**config.mk**
```make
export PLATFORM = sky130hd
export DESIGN_NAME = wm_phase_timer
export DESIGN_NICKNAME = d
export VERILOG_FILES = /design/src/rtl/wm_phase_timer.sv
export SDC_FILE = /design/constraint.sdc
export NUM_CORES = 1
export LEC_CHECK = 0
export BUFFER_PORTS_ARGS = -buffer_cell sky130_fd_sc_hd__buf_2
export CORE_MARGIN = 2
export CORE_UTILIZATION = 30
export DETAILED_ROUTE_END_ITERATION = 8
export PLACE_DENSITY = 0.69
export SLEW_MARGIN = 15
export SYNTH_ARGS = -nofsm -noshare
export SYNTH_HDL_FRONTEND = slang
export SYNTH_SLANG_ARGS = --single-unit
```
**constraint.sdc**
```tcl
create_clock -name clk -period 4.1 [get_ports clk]
set_clock_uncertainty 0.1 [all_clocks]
set_input_delay 0.205 -clock clk [delete_from_list [all_inputs] [get_ports clk]]
set_output_delay 0.205 -clock clk [all_outputs]
set_load 0.02 [all_outputs]
```
**src/rtl/wm_phase_timer.sv**
```systemverilog
// Per-phase cycle countdown for the washing-machine controller.
// Reloads on phase entry or restart, counts down, pulses timeout once at expiry.
module wm_phase_timer #(
   parameter int COUNT_W = 29
) (
   input  logic               clk,
   input  logic               rst,
   input  logic [2:0]         state,
   input  logic [COUNT_W-1:0] filling_count,
   input  logic [COUNT_W-1:0] washing_count,
   input  logic [COUNT_W-1:0] rinsing_count,
   input  logic [COUNT_W-1:0] spinning_count,
   input  logic               timer_pause,
   input  logic               timer_restart,
   output logic               timeout,
   output logic               busy,
   output logic [COUNT_W-1:0] remaining
);

   localparam logic [COUNT_W-1:0] ONE = COUNT_W'(1);

   logic [2:0]         state_q;
   logic [COUNT_W-1:0] counter;
   logic [COUNT_W-1:0] sel;
   logic               load;

   always_comb begin
      sel = '0;
      case (state)
         3'b001:  sel = filling_count;
         3'b010:  sel = washing_count;
         3'b011:  sel = rinsing_count;
         3'b100:  sel = spinning_count;
         default: sel = '0;
      endcase
   end

   // raw state code is tracked so any code change, including idle aliases, reloads
   assign load = (state != state_q) || timer_restart;

   always_ff @(posedge clk) begin
      if (rst) begin
         counter <= '0;
         state_q <= 3'b000;
         timeout <= 1'b0;
      end else if (load) begin
         counter <= sel;
         state_q <= state;
         timeout <= 1'b0;
      end else if (timer_pause) begin
         timeout <= 1'b0;
      end else if (counter > ONE) begin
         counter <= counter - ONE;
         timeout <= 1'b0;
      end else if (counter == ONE) begin
         counter <= '0;
         timeout <= 1'b1;
      end else begin
         timeout <= 1'b0;
      end
   end

   assign busy      = (counter != '0);
   assign remaining = counter;

endmodule

```
### Word level (Yosys, flattened, before mapping)

Cells that the tools add are included.

* flip-flop bits (word level): 33
* word-level logic and storage cells: 23

* $add $sub $neg: 1
* magnitude comparators: 1
* equality and inequality tests: 7
* muxes and demuxes: 6
* reduce and logical (&&, ||, !) cells: 5

Operators with widths (number)
* $mux 29: 4
* $pmux 29 s4: 1
* $eq 29x1->1 const B: 1
* $gt 29x1->1 const B: 1
* $reduce_bool 29->1: 1
* $sub 29x1->29 const B: 1
* $eq 3x2->1 const B: 2
* $reduce_or 4->1: 1
* $eq 3x1->1 const B: 1
* $eq 3x3->1 const B: 1
* $ne 3x3->1: 1
* $reduce_bool 3->1: 1
* $ne 2x1->1 const B: 1
* $reduce_and 2->1: 1
* $logic_or 1x1->1: 1
* $mux 1: 1

### Longest topological paths before layout

* depth after elaboration: 5
* mapped depth: 9
* mapped depth without buffers: 8

### Worst setup path after synthesis

Ideal clock, no wire load.

* path type: flip-flop to flip-flop
* from: register counter[6] (netlist: remaining[6])
* to: register counter[18] (netlist: remaining[18])
* setup time: 0.117 ns
* arrival time: 2.099 ns
* data required time: 3.883 ns
* path slack: 1.783 ns
* stages on the path, launching flop included: 9
* path buffers: 3
* clock period less this slack: 2.317 ns
* path through: dfxtp_1 clkbuf_1 nor4_2 and4_1 buf_4 a32oi_1 clkbuf_1 nand3_1 a32o_1

* word-level cells in the longest chain between the ends: 4
* elaborated cells on any way between the ends: 8
* those cells by class: add/sub: 1; order compare: 1; eq/ne: 1; mux: 3; reduce/logical: 2

Ends and longest elaborated chain
* from (decl): line 23 `logic [COUNT_W-1:0] counter;`
* from (signal assigned): line 47 `counter <= sel;`
* from (signal assigned): line 53 `counter <= counter - ONE;`
* $sub 29x1->29 / $gt 29x1->1 (equally long branches): line 53, 52
* $mux 29: line 52 `end else if (counter > ONE) begin`
* $mux 29: line 50 `end else if (timer_pause) begin`
* $mux 29: line 46 `end else if (load) begin`

Parallel ways exist; a longest one is shown, timed or not. The select of a mux whose other input is x is not followed.
A chain may end at the register's enable or synchronous reset.

### Worst setup path in the final report

* from: register counter[8] (netlist: remaining[8])
* to: register counter[23] (netlist: remaining[23])

The elaborated chain is that of the path after synthesis.

==> results.txt <==
The average instance area after synthesis is 8.09 um2. The clock-pin slew on the worst setup and hold paths was 0.08 ns; the vertical die dimension was 98.8 um. Number of vias after detailed routing: 3513. The H-tree depth reported by CTS was 2.

The most frequently used cell type in the post-synthesis netlist is sky130_fd_sc_hd__dfxtp_1. Fill cells in the final layout number 905. Yosys printed 0 warnings. The clock sink total was 33; the via density per instance was 6.03. The transition time at the pin with the least slew margin came out at 1.18 ns.

Buffers placed on the I/O ports in this run total 153. Counting along the longest clock path gives a buffer depth of 2. The post-route fraction of the period consumed by the critical path is 67.5%. Sorting the synthesized cells by area gives the leading types as sky130_fd_sc_hd__dfxtp_1 (25%), sky130_fd_sc_hd__a22oi_1 (8.9%), sky130_fd_sc_hd__a221oi_1 (5.2%), sky130_fd_sc_hd__a21oi_1 (4.8%), sky130_fd_sc_hd__a22o_1 (4.2%). After synthesis the netlist holds a flip-flop and latch count of 33. The number of global-route vias before repair was 3273; the wire length of the first global-routing pass was 16.7 mm. The number of violations of the max-capacitance limit was 0; the leakage power was 1.57 nW. The share of layout cells above drive strength 1 works out to 39.6%. The post-CTS setup buffer count is 0, and the overall routed net length is 10.9 mm. For the final routed database, the setup TNS stands at 0 ns.

Synthesis produced a netlist with a net count of 459. The final number of hold-violating endpoints is 0, and the final count of negative-setup-slack endpoints is 0. Buffers inserted during clock tree synthesis total 5. Layout-stage area growth over the synthesis result: 34.0%. Subtracting the final worst setup slack from the clock period gives 2.77 ns.

Clock latency on the worst-skew pair, taken at its later pin, is 0.30 ns. The signal arrival time at the worst endpoint came out at 2.86 ns. For the area of the core, the log shows 8720 um2.

For the worst setup path, the data required time is 4.19 ns. The tools report the final HPWL from detailed placement as 8.40 mm. The post-synthesis cell area came out at 2690 um2. Yosys mapped the design onto 61 distinct sky130hd cell types.

The die span in x is 98.8 um. The run gives 0 as the post-cts repair resize count. The power per cell area was 317 nW/um2. Among all flip-flop cells after synthesis, the most frequent one is sky130_fd_sc_hd__dfxtp_1. The class of the worst hold path is input pin to register.

The total overflow left after global routing is 0. STA classifies the critical path startpoint as a register. The number of antenna violations at the first check in global routing was 0.

Final weighted congestion of routability-driven global placement: 0.943. The kind of critical path was register to register. The pre-CTS worst setup slack was 1.40 ns.

CTS placed an instance of sky130_fd_sc_hd__clkbuf_8 at the clock tree root. Counting flops with an async set or reset pin after synthesis yields a share of 0%. For the iteration count of the initial detailed-routing pass, the log shows 4.

Pin placement for this block handled 154 I/O pins. The smallest setup slack after layout was 1.33 ns. The total routing usage reported by global routing is 21.2%, and the gate count of the mapped netlist is 333. The number of flops mapped to enable cells by yosys is 0. VDD sags by at most 152 uV. Measured against its own limit, the worst slew margin works out to 20.8%. Along the worst path, the maximum fanout reaches 11. The flow ran to the end, and the final reports show no timing, DRC or antenna violations.

The initial utilization of the core area, before any placement, comes to 30.9%. After clock tree synthesis, the flow added hold-fix buffers numbering 0. Of the post-synthesis cell area, the dominant cell type holds 24.5%.

The placed instance area was 3530 um2. Sequential elements use 24.5% of the synthesized area. The tools report the summed area of non-filler cells in the final layout as 3610 um2. The detail route stage leaves a number of antenna-violating nets equal to 0. In the synthesized netlist, the cells that appear most often are sky130_fd_sc_hd__dfxtp_1 (33), sky130_fd_sc_hd__a22oi_1 (32), sky130_fd_sc_hd__a21oi_1 (26). After detailed routing, the number of remaining DRC violations is 0. At the end of the flow, the number of nets in the layout was 600.

In the final routed layout, each cell accounts on average for 18.8 um. Total die area: 9750 um2. TritonCTS built the clock tree. In this run the core area contains 34 standard-cell rows.

Initial detailed-routing violation count: 298. Of all cell types, the one taking the most synthesized area is sky130_fd_sc_hd__dfxtp_1. The number of antenna diodes in the final layout is 0. Setup repair after global routing left no endpoint under its margin.

Entering global routing, the biggest net connects 31 pins. The total count of max-transition violations in the final report was 0; the maximum clock frequency was 361 MHz. STA classifies the critical path endpoint as a register.
-- worst paths after layout --
kind / start / end / slack (ns) / cells past startpoint
max: remaining[8]$_SDFFE_PP0P_ / remaining[23]$_SDFFE_PP0P_ / 1.33 / 6
min reg2reg: remaining[28]$_SDFFE_PP0P_ / remaining[28]$_SDFFE_PP0P_ / 0.40 / 2
max reg2reg: remaining[8]$_SDFFE_PP0P_ / remaining[23]$_SDFFE_PP0P_ / 1.33 / 6
min: timer_pause / timeout$_SDFF_PP0_ / 0.11 / 2
-- flip-flops by register name, indices dropped and copies added (netlist names) --
register   cells
remaining     29
state_q        3
timeout        1
-- critical path, stage by stage, from the launching register on --
cell,delay [ns]
sky130_fd_sc_hd__dfxtp_1,0.37
sky130_fd_sc_hd__nor4_2,0.62
sky130_fd_sc_hd__and4_1,0.55
sky130_fd_sc_hd__and3_4,0.32
sky130_fd_sc_hd__a21o_2,0.21
sky130_fd_sc_hd__nand2_2,0.14
sky130_fd_sc_hd__a221oi_1,0.34
-- report_power, final --
part | total [mW] | internal [mW] | switching [mW]
clock | 0.252 | 0.118 | 0.134
combinational | 0.523 | 0.201 | 0.322
sequential | 0.369 | 0.339 | 0.0293
-- layer usage --
metal	track usage [%]	up-vias	part of all wire (%)
li1	-	1652	-
met1	27.5	1693	42
met2	35.7	156	49
met3	4.82	12	7.0
met4	5.37	0	1.2
met5	0	-	0
-- final cells by class --
cell class	instances	area [um2]	area share, %
clock buffer	6	72.6	2.01
clock inverter	2	10.0	0.277
inverter	6	22.5	0.624
multi-input combinational	269	1900	52.6
sequential	33	661	18.3
tap	108	135	3.74
timing repair buffer	159	811	22.5
-- placed cells by master, fill, tap and decap left out, types with 11 or more instances in the layout --
master	count
sky130_fd_sc_hd__buf_2	153
sky130_fd_sc_hd__dfxtp_1	33
sky130_fd_sc_hd__a22oi_1	32
sky130_fd_sc_hd__a21oi_1	26
sky130_fd_sc_hd__nand3_1	18
sky130_fd_sc_hd__a221oi_1	16
sky130_fd_sc_hd__nor2_1	15
sky130_fd_sc_hd__a22o_1	13
sky130_fd_sc_hd__nand2_1	13
sky130_fd_sc_hd__o21ai_1	11
-- cells by family (layout without fill, tap and decap cells) --
group           Yosys count  after routing  synth area share [%]
fa+ha+maj                 3              3                  1.39
compound gates          155            155                  41.6
xor+xnor                  7              7                  2.28
flops                    33             33                  24.5
simple gates            104            104                  24.4
buf+inv                  31            173                  5.76
-- through the flow --
step,power [mW],hold slack (ns),util (%),cells
after floorplan,0.714,0.181,-,333
after global placement,0.887,0.387,40.4,575
after detailed placement,0.889,0.381,40.4,575
after CTS,1.14,0.105,41.4,583
after global routing,1.21,0.120,41.4,583
final,1.14,0.115,41.4,583
No activity file was read; power rests on OpenSTA's default activity.
